### config.mk
export PLATFORM = sky130hd
export DESIGN_NAME = dmem_arbiter_flat
export DESIGN_NICKNAME = d
export VERILOG_FILES = /design/src/rtl/dmem_arbiter_if.sv /design/src/rtl/dmem_arbiter.sv /design/src/flat_wrapper.sv
export SDC_FILE = /design/constraint.sdc
export NUM_CORES = 1
export LEC_CHECK = 0
export BUFFER_PORTS_ARGS = -buffer_cell sky130_fd_sc_hd__buf_2
export CORE_MARGIN = 3
export CORE_UTILIZATION = 43
export DETAILED_ROUTE_END_ITERATION = 16
export GPL_TIMING_DRIVEN = 1
export PLACE_DENSITY = 0.75
export SYNTH_ARGS = -nofsm -noshare
export SYNTH_HDL_FRONTEND = slang
export SYNTH_SLANG_ARGS = --single-unit
### constraint.sdc
create_clock -name clock -period 1.9 [get_ports clock]
set_input_delay 0.285 -clock clock [delete_from_list [all_inputs] [get_ports clock]]
set_output_delay 0.285 -clock clock [all_outputs]
set_load 0.01 [all_outputs]
### src/rtl/dmem_arbiter_if.sv
// Bus bundle between the MEM-stage port (A), the loader/debug port (B) and the data memory.
// The slave modport is the arbiter's view of the bundle; the master modport is the view from the surrounding logic.
interface dmem_arbiter_if #(
  parameter int unsigned DATA_WIDTH = 16,
  parameter int unsigned ADDR_WIDTH = 16
);
  logic                  aRead;
  logic                  aWrite;
  logic [ADDR_WIDTH-1:0] aAddress;
  logic [DATA_WIDTH-1:0] aWriteData;
  logic [DATA_WIDTH-1:0] aDataRead;
  logic                  aReady;
  logic                  stall;
  logic                  bReq;
  logic                  bWrite;
  logic [ADDR_WIDTH-1:0] bAddress;
  logic [DATA_WIDTH-1:0] bWriteData;
  logic [DATA_WIDTH-1:0] bDataRead;
  logic                  bAck;
  logic                  memRead;
  logic                  memWrite;
  logic [ADDR_WIDTH-1:0] memAddress;
  logic [DATA_WIDTH-1:0] memWriteData;
  logic [DATA_WIDTH-1:0] memDataRead;

  modport slave (
    input  aRead, aWrite, aAddress, aWriteData,
    output aDataRead, aReady, stall,
    input  bReq, bWrite, bAddress, bWriteData,
    output bDataRead, bAck,
    output memRead, memWrite, memAddress, memWriteData,
    input  memDataRead
  );

  modport master (
    output aRead, aWrite, aAddress, aWriteData,
    input  aDataRead, aReady, stall,
    output bReq, bWrite, bAddress, bWriteData,
    input  bDataRead, bAck,
    input  memRead, memWrite, memAddress, memWriteData,
    output memDataRead
  );
endinterface

### src/rtl/dmem_arbiter.sv
// Round-robin arbiter sharing the single-port data memory between the MEM stage (A) and the loader (B).
// Each access is one latched request, one strobe cycle, LATENCY wait cycles, then a one-cycle completion pulse.
module dmem_arbiter #(
  parameter int unsigned DATA_WIDTH = 16,
  parameter int unsigned ADDR_WIDTH = 16,
  parameter int unsigned LATENCY    = 1
) (
  input  logic            clock,
  input  logic            reset,
  dmem_arbiter_if.slave   bus
);

  localparam int unsigned CNT_W = 3;
  localparam logic [CNT_W-1:0] WAIT_LOAD = CNT_W'(LATENCY - 1);

  typedef enum logic [1:0] {IDLE, ISSUE, WAIT, DONE} state_t;

  state_t                state_q,      state_d;
  logic                  last_a_q,     last_a_d;
  logic                  own_a_q,      own_a_d;
  logic                  op_write_q,   op_write_d;
  logic [CNT_W-1:0]      cnt_q,        cnt_d;
  logic                  mem_read_q,   mem_read_d;
  logic                  mem_write_q,  mem_write_d;
  logic [ADDR_WIDTH-1:0] mem_addr_q,   mem_addr_d;
  logic [DATA_WIDTH-1:0] mem_wdata_q,  mem_wdata_d;
  logic [DATA_WIDTH-1:0] a_rdata_q,    a_rdata_d;
  logic [DATA_WIDTH-1:0] b_rdata_q,    b_rdata_d;
  logic                  a_ready_q,    a_ready_d;
  logic                  b_ack_q,      b_ack_d;

  logic req_a_c;
  logic req_b_c;
  logic grant_a_c;
  logic grant_write_c;

  assign req_a_c       = bus.aRead | bus.aWrite;
  assign req_b_c       = bus.bReq;
  // On a tie the port that did not win last time is served.
  assign grant_a_c     = req_a_c & (~req_b_c | ~last_a_q);
  assign grant_write_c = grant_a_c ? bus.aWrite : bus.bWrite;

  always_ff @(posedge clock) begin
    if (reset) begin
      state_q     <= IDLE;
      last_a_q    <= 1'b0;
      own_a_q     <= 1'b0;
      op_write_q  <= 1'b0;
      cnt_q       <= '0;
      mem_read_q  <= 1'b0;
      mem_write_q <= 1'b0;
      mem_addr_q  <= '0;
      mem_wdata_q <= '0;
      a_rdata_q   <= '0;
      b_rdata_q   <= '0;
      a_ready_q   <= 1'b0;
      b_ack_q     <= 1'b0;
    end else begin
      state_q     <= state_d;
      last_a_q    <= last_a_d;
      own_a_q     <= own_a_d;
      op_write_q  <= op_write_d;
      cnt_q       <= cnt_d;
      mem_read_q  <= mem_read_d;
      mem_write_q <= mem_write_d;
      mem_addr_q  <= mem_addr_d;
      mem_wdata_q <= mem_wdata_d;
      a_rdata_q   <= a_rdata_d;
      b_rdata_q   <= b_rdata_d;
      a_ready_q   <= a_ready_d;
      b_ack_q     <= b_ack_d;
    end
  end

  always_comb begin
    state_d     = state_q;
    last_a_d    = last_a_q;
    own_a_d     = own_a_q;
    op_write_d  = op_write_q;
    cnt_d       = cnt_q;
    mem_read_d  = 1'b0;
    mem_write_d = 1'b0;
    mem_addr_d  = mem_addr_q;
    mem_wdata_d = mem_wdata_q;
    a_rdata_d   = a_rdata_q;
    b_rdata_d   = b_rdata_q;
    a_ready_d   = 1'b0;
    b_ack_d     = 1'b0;

    unique case (state_q)
      IDLE: begin
        if (req_a_c | req_b_c) begin
          own_a_d     = grant_a_c;
          last_a_d    = grant_a_c;
          op_write_d  = grant_write_c;
          mem_addr_d  = grant_a_c ? bus.aAddress   : bus.bAddress;
          mem_wdata_d = grant_a_c ? bus.aWriteData : bus.bWriteData;
          mem_read_d  = ~grant_write_c;
          mem_write_d = grant_write_c;
          state_d     = ISSUE;
        end
      end
      ISSUE: begin
        cnt_d   = WAIT_LOAD;
        state_d = WAIT;
      end
      WAIT: begin
        // Read data is only valid in the final wait cycle.
        if (cnt_q == '0) begin
          if (!op_write_q) begin
            if (own_a_q) a_rdata_d = bus.memDataRead;
            else         b_rdata_d = bus.memDataRead;
          end
          a_ready_d = own_a_q;
          b_ack_d   = ~own_a_q;
          state_d   = DONE;
        end else begin
          cnt_d = cnt_q - CNT_W'(1);
        end
      end
      DONE: begin
        state_d = IDLE;
      end
      default: begin
        state_d = IDLE;
      end
    endcase
  end

  assign bus.memRead      = mem_read_q;
  assign bus.memWrite     = mem_write_q;
  assign bus.memAddress   = mem_addr_q;
  assign bus.memWriteData = mem_wdata_q;
  assign bus.aDataRead    = a_rdata_q;
  assign bus.aReady       = a_ready_q;
  assign bus.bDataRead    = b_rdata_q;
  assign bus.bAck         = b_ack_q;
  assign bus.stall        = req_a_c & ~a_ready_q & ~reset;

endmodule

### src/flat_wrapper.sv
// flat-port wrapper written by rule: the top's interface ports become plain ports
module dmem_arbiter_flat 
#(
  parameter int unsigned DATA_WIDTH = 16,
  parameter int unsigned ADDR_WIDTH = 16,
  parameter int unsigned LATENCY    = 1
)
  (clock, reset, bus_aRead, bus_aWrite, bus_aAddress, bus_aWriteData, bus_aDataRead, bus_aReady, bus_stall, bus_bReq, bus_bWrite, bus_bAddress, bus_bWriteData, bus_bDataRead, bus_bAck, bus_memRead, bus_memWrite, bus_memAddress, bus_memWriteData, bus_memDataRead);
  dmem_arbiter_if #(.DATA_WIDTH(DATA_WIDTH), .ADDR_WIDTH(ADDR_WIDTH)) bus_i ();
  input  logic clock;
  input  logic reset;
  input wire logic [$bits(bus_i.aRead)-1:0] bus_aRead;
  input wire logic [$bits(bus_i.aWrite)-1:0] bus_aWrite;
  input wire logic [$bits(bus_i.aAddress)-1:0] bus_aAddress;
  input wire logic [$bits(bus_i.aWriteData)-1:0] bus_aWriteData;
  output wire logic [$bits(bus_i.aDataRead)-1:0] bus_aDataRead;
  output wire logic [$bits(bus_i.aReady)-1:0] bus_aReady;
  output wire logic [$bits(bus_i.stall)-1:0] bus_stall;
  input wire logic [$bits(bus_i.bReq)-1:0] bus_bReq;
  input wire logic [$bits(bus_i.bWrite)-1:0] bus_bWrite;
  input wire logic [$bits(bus_i.bAddress)-1:0] bus_bAddress;
  input wire logic [$bits(bus_i.bWriteData)-1:0] bus_bWriteData;
  output wire logic [$bits(bus_i.bDataRead)-1:0] bus_bDataRead;
  output wire logic [$bits(bus_i.bAck)-1:0] bus_bAck;
  output wire logic [$bits(bus_i.memRead)-1:0] bus_memRead;
  output wire logic [$bits(bus_i.memWrite)-1:0] bus_memWrite;
  output wire logic [$bits(bus_i.memAddress)-1:0] bus_memAddress;
  output wire logic [$bits(bus_i.memWriteData)-1:0] bus_memWriteData;
  input wire logic [$bits(bus_i.memDataRead)-1:0] bus_memDataRead;
  assign bus_i.aRead = bus_aRead;
  assign bus_i.aWrite = bus_aWrite;
  assign bus_i.aAddress = bus_aAddress;
  assign bus_i.aWriteData = bus_aWriteData;
  assign bus_aDataRead = bus_i.aDataRead;
  assign bus_aReady = bus_i.aReady;
  assign bus_stall = bus_i.stall;
  assign bus_i.bReq = bus_bReq;
  assign bus_i.bWrite = bus_bWrite;
  assign bus_i.bAddress = bus_bAddress;
  assign bus_i.bWriteData = bus_bWriteData;
  assign bus_bDataRead = bus_i.bDataRead;
  assign bus_bAck = bus_i.bAck;
  assign bus_memRead = bus_i.memRead;
  assign bus_memWrite = bus_i.memWrite;
  assign bus_memAddress = bus_i.memAddress;
  assign bus_memWriteData = bus_i.memWriteData;
  assign bus_i.memDataRead = bus_memDataRead;
  dmem_arbiter #(.DATA_WIDTH(DATA_WIDTH), .ADDR_WIDTH(ADDR_WIDTH), .LATENCY(LATENCY)) u_core (.clock(clock), .reset(reset), .bus(bus_i));
endmodule
==> flow_metrics.env <==
export IMPL_synth_seq_area_share_pct=45.4
export IMPL_dieHeight_um=93.7
export IMPL_cts_hold_buffers_added=0
export IMPL_place_congestion=0.813
export IMPL_drv_cap=0
export IMPL_drt_pass1_iter_count=4
export IMPL_die_area_mm2=0.00878
export IMPL_avgSynthCellArea_um2=8.52
export IMPL_synth_top_cell_by_area="dfxtp_1"
export IMPL_synthCells=388
export IMPL_routed_wl_mm=9.07
export IMPL_antenna_found_initial=0
export IMPL_setup_slack_ps=265
export IMPL_wl_per_cell_um=14.3
export IMPL_ioPinCount=155
export IMPL_ys_ff_latch=75
export IMPL_core_area_mm2=0.00737
export IMPL_timing_rr_start="u_core.cnt_q[0]"
export IMPL_hold_path_class="input port to flip-flop"
export IMPL_endpoint_kind="flip-flop"
export IMPL_multiInputGateArea_mm2=0.00161
export IMPL_synth_edff_count=0
export IMPL_outcome="finished, final reports clean"
export IMPL_fin_skew_ps=10.6
export IMPL_syn_to_final_growth_pct=31.1
export IMPL_synth_top_area_share_pct=45.4
export IMPL_synth_most_common_cell="nand2_1"
export IMPL_slew_limit_headroom_pct=55.2
export IMPL_ys_warn_count=0
export IMPL_yosys_top_cells_count="nand2_1, dfxtp_1, a21oi_1"
export IMPL_syn_nets=481
export IMPL_layout_drive_gt1_share_pct=39.9
export IMPL_dp_slack_ps=128
export IMPL_fin_nets=622
export IMPL_start_kind="flip-flop"
export IMPL_setup_viol=0
export IMPL_worst_skew_pair_late_latency_ps=350
export IMPL_clk_path_buf_depth=2
export IMPL_htree_levels=3
export IMPL_die_width_um=93.7
export IMPL_hold_viol=0
export IMPL_drtIter0Drc=100
export IMPL_post_synth_num_cell_types=34
export IMPL_path_max_fanout=16
export IMPL_antenna_cells=0
export IMPL_rsz0062_at_grt="false"
export IMPL_cts_made_buffers=9
export IMPL_grt_max_degree=42
export IMPL_overflow=0
export IMPL_leakage_uw=0.00191
export IMPL_min_delay_start="bus_bAddress[11]"
export IMPL_hpwlAfterDp_mm=6.56
export IMPL_fmax_mhz=612
export IMPL_regArea_mm2=0.00150
export IMPL_min_delay_path_depth=3
export IMPL_ir_drop_v=0.000694
export IMPL_synthFlopType="dfxtp_1"
export IMPL_postSynth_asyncResetShare_pct=0
export IMPL_reg2reg_slack_ps=270
export IMPL_port_buffer_count=154
export IMPL_drc=0
export IMPL_rows=31
export IMPL_worst_pin_slew_ps=672
export IMPL_critical_path_class="flip-flop to flip-flop"
export IMPL_vias=3267
export IMPL_cts_root_buf="clkbuf_8"
export IMPL_p_per_area_mw_per_mm2=1440
export IMPL_setup_tns_ps=0
export IMPL_worst_r2r_path_depth=6
export IMPL_crit_required_ps=2180
export IMPL_start_util_pct=44.9
export IMPL_fillers=687
export IMPL_grt_use_total_pct=20.6
export IMPL_cts_tree="done"
export IMPL_grt_first_pass_wirelength_mm=14.6
export IMPL_holdPathEnd="u_core.bus.memAddress[11]"
export IMPL_fin_util_pct=58.8
export IMPL_r2r_end="u_core.bus.bDataRead[11]"
export IMPL_cts_sinks=75
export IMPL_drv_slew=0
export IMPL_synth_area_mm2=0.00331
export IMPL_min_period_over_period_pct=86.0
export IMPL_grt_pass1_vias=3223
export IMPL_clk_pin_slew_ps=80
export IMPL_synth_area_top_cells="dfxtp_1, nand2_1, a211oi_2"
export IMPL_viasPerCell=5.16
export IMPL_period_needed_ps=1630
export IMPL_cp_arrival_ps=1910
export IMPL_ant_nets=0
flip-flops by register name, summed over array words and instances (netlist names), 2 cells and up:
| signal | flops |
|---|---|
| u_core.bus.memWriteData | 16 |
| u_core.cnt_q | 3 |
| u_core.bus.memAddress | 16 |
| u_core.bus.aDataRead | 16 |
| u_core.bus.bDataRead | 16 |
| u_core.state_q | 2 |
worst max path at each step:
stage	from	cells past startpoint	to	slack, ps
after floorplan	u_core.cnt_q[0]	7	u_core.bus.aDataRead[10]	370
after global placement	u_core.cnt_q[0]	6	u_core.bus.bDataRead[8]	200
after detailed placement	u_core.cnt_q[0]	6	u_core.bus.aDataRead[5]	130
after CTS	u_core.cnt_q[0]	6	u_core.bus.bDataRead[11]	100
after global routing	u_core.cnt_q[0]	6	u_core.bus.bDataRead[11]	110
final	u_core.cnt_q[0]	6	u_core.bus.bDataRead[11]	270
cells in the final DEF (no fill, tap or decap), types with 5 or more instances in the layout:
cell,Yosys,routed
buf_2,12,154
nor2_1,35,35
dfxtp_1,75,75
a21oi_1,68,68
clkbuf_8,0,10
inv_1,5,5
buf_4,4,6
a211oi_2,28,28
nand2_1,99,99
ha_1,7,7
per-layer routing:
| metal | share of wire [%] | global-route usage [%] | vias to the layer above |
|---|---|---|---|
| met5 | 0 | 0 | - |
| met4 | 1.1 | 5.29 | 0 |
| met3 | 11 | 9.29 | 13 |
| met2 | 46 | 34.9 | 142 |
| met1 | 42 | 23.6 | 1511 |
| li1 | - | - | 1601 |
cell families (layout without fill, tap and decap cells):
kind of cell               after synthesis  count (layout)  share of synthesized area, %
and+or+nand+nor                        157             157                          20.1
buffers and inverters                   37             183                          6.02
DFF                                     75              75                          45.4
AOI/OAI and AO/OA                      112             112                          25.9
adders and majority gates                7               7                          2.65
per-stage QoR:
step	hold slack, ps	instances	total power (uW)	instance area, um^2
after global placement	438	617	4780	4110
after global routing	173	633	6660	4330
after detailed placement	444	617	4870	4110
final	179	633	6220	4330
after CTS	164	633	6280	4330
after floorplan	421	388	4060	3310
worst max-delay path, stage by stage, from the launching register on:
cell	delay, ps
dfxtp_1	320
inv_1	70
ha_1	160
ha_1	250
and4bb_2	500
nand2_1	120
a21oi_1	150
where the power goes:
part	internal (uW)	switching [uW]
sequential	1990	246
combinational	1070	1530
clock	775	610
total	3840	2380
final cells by class:
| class | count | area share (%) |
|---|---|---|
| multi-input cells | 276 | 37.1 |
| inverters | 5 | 0.433 |
| clock inverters | 6 | 2.05 |
| flip-flops and latches | 75 | 34.7 |
| well taps | 99 | 2.86 |
| repair buffers | 162 | 19.8 |
| clock buffers | 10 | 3.18 |
what timing repair did:
action | in CTS | in global routing
setup buffers | 0 | 0
gates resized for setup | 0 | 2
setup endpoints to repair | 0 | 15
(Power assumes the default switching activity.)
